**src/rtl/store_fwd_buffer.sv**
```systemverilog
// store_fwd_buffer: circular store buffer draining to memory with same-cycle byte-lane load forwarding.
// Define STORE_FWD_PARTIAL_EN to forward partially covered loads instead of stalling them.
module store_fwd_buffer #(
    parameter int DEPTH  = 4,
    parameter int ADDR_W = 32,
    parameter int DATA_W = 32,
    localparam int NB = DATA_W / 8,
    localparam int PW = $clog2(DEPTH),
    localparam int CW = $clog2(DEPTH) + 1
) (
    input  logic              clk,
    input  logic              rst_n,
    input  logic              st_valid_i,
    output logic              st_ready_o,
    input  logic [ADDR_W-1:0] st_addr_i,
    input  logic [DATA_W-1:0] st_data_i,
    input  logic [NB-1:0]     st_be_i,
    input  logic              ld_valid_i,
    input  logic [ADDR_W-1:0] ld_addr_i,
    output logic              ld_hit_o,
    output logic [NB-1:0]     ld_be_o,
    output logic [DATA_W-1:0] ld_data_o,
    output logic              ld_stall_o,
    output logic              mem_valid_o,
    input  logic              mem_ready_i,
    output logic [ADDR_W-1:0] mem_addr_o,
    output logic [DATA_W-1:0] mem_data_o,
    output logic [NB-1:0]     mem_be_o,
    output logic [CW-1:0]     count_o
);
    localparam logic [ADDR_W-1:0] WORD_MASK = ~ADDR_W'(NB - 1);

    logic [ADDR_W-1:0] addr_q [DEPTH];
    logic [DATA_W-1:0] data_q [DEPTH];
    logic [NB-1:0]     be_q   [DEPTH];
    logic [DEPTH-1:0]  vld_q;
    logic [PW-1:0]     head_q, head_d, tail_q, tail_d;
    logic [CW-1:0]     count_q, count_d;
    logic              push, pop;
    logic [NB-1:0]     cov;
    logic [DATA_W-1:0] mrg;

    assign st_ready_o  = count_q != CW'(DEPTH);
    assign mem_valid_o = count_q != '0;
    assign mem_addr_o  = addr_q[head_q];
    assign mem_data_o  = data_q[head_q];
    assign mem_be_o    = be_q[head_q];
    assign count_o     = count_q;
    assign push        = st_valid_i && st_ready_o;
    assign pop         = mem_valid_o && mem_ready_i;

    always_comb begin
        head_d  = pop ? head_q + 1'b1 : head_q;
        tail_d  = push ? tail_q + 1'b1 : tail_q;
        count_d = count_q + CW'(push) - CW'(pop);
    end

    // Walk oldest to youngest so younger stores overwrite older lanes.
    always_comb begin
        logic [PW-1:0] idx;
        idx = '0;
        cov = '0;
        mrg = '0;
        for (int k = 0; k < DEPTH; k++) begin
            idx = head_q + PW'(k);
            if (vld_q[idx] && ((addr_q[idx] ^ ld_addr_i) & WORD_MASK) == '0)
                for (int b = 0; b < NB; b++)
                    if (be_q[idx][b]) begin
                        cov[b]       = 1'b1;
                        mrg[8*b +: 8] = data_q[idx][8*b +: 8];
                    end
        end
    end

    always_comb begin
        ld_hit_o   = 1'b0;
        ld_be_o    = '0;
        ld_data_o  = '0;
        ld_stall_o = 1'b0;
        if (ld_valid_i && cov != '0) begin
            if (&cov) begin
                ld_hit_o  = 1'b1;
                ld_be_o   = '1;
                ld_data_o = mrg;
            end else begin
`ifdef STORE_FWD_PARTIAL_EN
                ld_hit_o  = 1'b1;
                ld_be_o   = cov;
                ld_data_o = mrg;
`else
                ld_stall_o = 1'b1;
`endif
            end
        end
    end

    always_ff @(posedge clk or negedge rst_n) begin
        if (!rst_n) begin
            head_q  <= '0;
            tail_q  <= '0;
            count_q <= '0;
            vld_q   <= '0;
            for (int i = 0; i < DEPTH; i++) begin
                addr_q[i] <= '0;
                data_q[i] <= '0;
                be_q[i]   <= '0;
            end
        end else begin
            if (pop) vld_q[head_q] <= 1'b0;
            if (push) begin
                vld_q[tail_q]  <= 1'b1;
                addr_q[tail_q] <= st_addr_i;
                data_q[tail_q] <= st_data_i;
                be_q[tail_q]   <= st_be_i;
            end
            head_q  <= head_d;
            tail_q  <= tail_d;
            count_q <= count_d;
        end
    end
endmodule

```
**config.mk**
```make
export PLATFORM = sky130hd
export DESIGN_NAME = store_fwd_buffer
export DESIGN_NICKNAME = d
export VERILOG_FILES = /design/src/rtl/store_fwd_buffer.sv
export SDC_FILE = /design/constraint.sdc
export NUM_CORES = 1
export LEC_CHECK = 0
export BUFFER_PORTS_ARGS = -buffer_cell sky130_fd_sc_hd__clkbuf_2
export CORE_MARGIN = 4
export CORE_UTILIZATION = 31
export DETAILED_ROUTE_END_ITERATION = 8
export PLACE_DENSITY = 0.47
export SYNTH_ARGS = -nofsm -noshare
export SYNTH_HDL_FRONTEND = slang
export SYNTH_SLANG_ARGS = --single-unit
```
**constraint.sdc**
```tcl
create_clock -name clk -period 5.4 [get_ports clk]
set_input_delay 0.27 -clock clk [delete_from_list [all_inputs] [get_ports clk]]
set_output_delay 0.27 -clock clk [all_outputs]
set_load 0.005 [all_outputs]
```
==> metrics.md <==
| Metric | Value |
|---|---|
| Skew-Pair Late Insertion Delay | `570 ps` |
| Worst-path clk slew | `60 ps` |
| Fin crit share | `0.962` |
| Drt drc | `0` |
| Clock skew | `approximately 20 ps` |
| Min-Delay Path Class | `input pin to flip-flop` |
| Crit. End Element | `primary output` |
| PD cells | `736 mW/mm²` |
| Most common cell after layout, fill and taps aside | `dfrtp_1` |
| Initial Util | `0.315` |
| # setup viols final | `0` |
| Sequential share of the synthesized area | `0.333` |
| Max_slew headroom | `0.329` |
| Synthesis-to-layout area growth | `19.1%` |
| Mux cell area share after synthesis | `0.448` |
| Tmin final | `just over 5000 ps` |
| Top Layer Used | `met5` |
| WL final | `69.6 mm` |
| Fin. Hold Viols | `0` |
| R2r worst-path depth | `6` |
| GP Congestion | `0.908` |
| VDD IR max | `0.000389 V` |
| Metal3 WL | `3.77 mm` |
| LEAKAGE | `10.3 nW` |
| First-pass GRT wire length | `105 mm` |
| RSZ-0062 raised after global routing | `no` |
| Die width | `about 270 µm` |
| Actual slew at the worst max-slew pin | `1010 ps` |
| Syn Nets | `1753` |
| Top-Level Pins | `216` |
| Post-synthesis register bit count | `between 200 and 300` |
| DR pass1 iterations | `7` |
| Overall routing resource usage | `0.186` |
| Share of cells above drive strength 1 | `0.485` |
| Setup TNS | `0 ps` |
| First DRT Iteration DRCs | `1001` |
| Final Max Tran Viols | `0` |
| Initial antenna violation count | `5` |
| Routed wl met2 | `33.0 mm` |
| Status | `completed` |
| # rows | `95` |
| Met1 Routed Length | `30.9 mm` |
| Crit path kind | `flip-flop to primary output` |
| Vias | `15600` |
| Root buffer cell | `clkbuf_16` |
| Vias/cell | `5.62` |
| RR Endpoint | `addr_q[89]$_DFFE_PN0P_` |
| Die ar. | `0.0728 mm²` |
| F_max | `0.193 GHz` |
| Critical-path top delay cell | `or3_1` |
| Critical R2R Launch | `count_o[1]$_DFF_PN0_` |
| Tot Pwr | `18.6 mW` |
| Top_reg_cell synth | `dfrtp_1` |
| Adder-cell share of the synthesized area | `0.00683` |
| FFs w/ async S/R, synth | `1.00` |
| Inserted Clock Buffers | `39` |
| CP arrival | `4920 ps` |
| Die height | `around 270 µm` |
| R2r setup slk | `2530 ps` |
| Post-synth EDFFs | `0` |
| Worst path max stage delay | `440 ps` |
| Nets | `1982` |
| Cell Area, Synth | `0.0212 mm²` |
| Most frequent CP cell | `buf_4` |
| Synth warnings | `0` |
| Drt wl/cell | `25.1 µm` |
| Sink Count | `between 200 and 300` |
| Crit-path cells | `inv_1 -> ha_4 -> buf_12 -> buf_12 -> mux4_2 -> xnor2_1 -> nand4_1 -> nor3_1 -> nand4_1 -> buf_4 -> or3_1 -> buf_4 -> and2_0 -> buf_4 -> a2111oi_2 -> clkbuf_2` |
| Hold path depth | `2` |
| Max-capacitance violation count | `0` |
| Req. time, crit path | `5130 ps` |
| Max FO, Critical Path | `19` |
| Count of different cell masters after synthesis | `66` |
| Largest family of logic cells by synthesized area | `multiplexers` |
| HP Start | `st_addr_i[21]` |
| Simple-gate share of the synthesized area | `0.0529` |
| Startpoint types | `flip-flop` |
| CTS H-tree depth | `2` |
| Worst hold slack | `29.4 ps` |
| Vias in the first global route | `between 15000 and 20000` |
| Leading cell types in the layout, fill and taps excluded | `281 x dfrtp_1, 278 x mux2_2, 215 x mux4_2` |
| PortBufs | `about 210` |
| Syn_area_per_cell | `13.0 µm²` |
| Largest net degree at the start of global routing | `101` |
| DP HPWL | `between 40 and 50 mm` |
| Post-route ant nets | `0` |
| Post-synthesis compound-gate area fraction | `0.0699` |
| Core ar. | `0.0675 mm²` |
| CTS tree | `built` |
| Syn Inst Count | `1637` |
| Total gr overflow | `0` |
| Worst Hold Path EP | `addr_q[21]$_DFFE_PN0P_` |
| Synth Area in XOR/XNOR | `0.0420` |
| Max Buffers Root-to-Sink | `3` |
[final cells by class]
type                    count  area, µm²
fillers                  6565      42200
multi-input cells        1156      13300
flip-flops and latches    283       7090
repair buffers            341       2300
clock buffers              57       1130
well taps                 873       1090
clock inverters            14        204
inverters                  45        169
diodes                      3       7.51
[per-stage QoR]
stage / instances / util / instance area, µm² / setup slack [ps]
after floorplan: 1637 / - / 21200 / 356
after global placement: 2623 / 0.342 / 23100 / 395
after detailed placement: 2623 / 0.342 / 23100 / 292
after CTS: 2764 / 0.373 / 25200 / 7.76
after global routing: 2770 / 0.375 / 25300 / 2.78
final: 2772 / 0.375 / 25300 / 206
[report_power, final]
| group | switching, mW | internal (mW) |
|---|---|---|
| clock network | 1.04 | 1.66 |
| registers | 1.34 | 3.23 |
| logic | 5.35 | 6.00 |
[logic make-up (layout without fill, tap and decap cells)]
family,after synthesis,in the layout
DFF,283,283
muxes,647,647
other,0,3
buffers and inverters,198,457
xor gates and xnor gates,102,102
adders and majority gates,11,11
and+or+nand+nor,193,193
AOI/OAI and AO/OA,203,203
[registers in the layout, summed over array words and instances (netlist names)]
register  count
vld_q         4
count_o       3
head_q        2
addr_q      128
data_q      128
be_q         16
tail_q        2
[worst max path at each step]
stage,startpoint,end,slack [ps],cells past startpoint
after floorplan,head_q[0]$_DFFE_PN0P_,ld_be_o[0],360,21
after global placement,head_q[1]$_DFFE_PN0P_,ld_data_o[14],390,15
after detailed placement,head_q[1]$_DFFE_PN0P_,ld_data_o[0],290,15
after CTS,head_q[1]$_DFFE_PN0P_,ld_data_o[29],8,13
after global routing,head_q[1]$_DFFE_PN0P_,ld_data_o[17],3,16
final,head_q[1]$_DFFE_PN0P_,ld_data_o[7],210,16
[synth_stat cells (5+ instances only)]
| cell | n | area (µm²) |
|---|---|---|
| nand2_1 | 48 | 180 |
| a21oi_1 | 17 | 85.1 |
| a22oi_1 | 6 | 45.0 |
| nor4_1 | 5 | 31.3 |
| nand4_2 | 6 | 75.1 |
| a2111oi_2 | 16 | 240 |
| dfrtp_1 | 283 | 7080 |
| nor2_1 | 24 | 90.1 |
| a211oi_1 | 7 | 52.6 |
| a2111oi_1 | 17 | 170 |
| buf_1 | 42 | 158 |
| inv_1 | 44 | 165 |
| ha_1 | 10 | 125 |
| mux2_2 | 278 | 3130 |
| mux4_2 | 215 | 4840 |
| clkbuf_1 | 45 | 169 |
| nor3b_1 | 5 | 37.5 |
| xor2_1 | 21 | 184 |
| buf_6 | 21 | 236 |
| o221ai_1 | 6 | 52.6 |
| or3_1 | 7 | 43.8 |
| nor3_1 | 9 | 45.0 |
| xnor2_1 | 81 | 709 |
| or2_2 | 32 | 200 |
| buf_4 | 19 | 143 |
| nand3_1 | 8 | 40.0 |
| o21ai_0 | 85 | 425 |
| nand4_1 | 21 | 131 |
| and2_1 | 6 | 37.5 |
| mux2i_1 | 153 | 1530 |
| o22ai_1 | 10 | 62.6 |
| buf_2 | 25 | 125 |
[worst max-delay path, delay by kind of cell, from the launching register on]
kind / cells / cell delay [ps]
buf+inv: 7 / 1330
compound gates: 1 / 350
simple gates: 5 / 1230
xor+xnor: 1 / 270
flops: 1 / 420
fa+ha+maj: 1 / 420
mux: 1 / 320
[layer usage]
metal	vias up	track usage
li1	6848	-
met3	94	0.0314
met1	8179	0.260
met5	-	0
met2	444	0.302
met4	2	0.0490
[repair_timing]
item                                   4_1_cts  5_1_grt
gates resized for setup                      8       19
pin swaps                                    2        2
setup endpoints to repair                   30       28
hold buffers                                66        0
endpoints found under the hold margin      335        0
buffers inserted                             4        4
cloned                                       0        1
(Power assumes the default switching activity.)
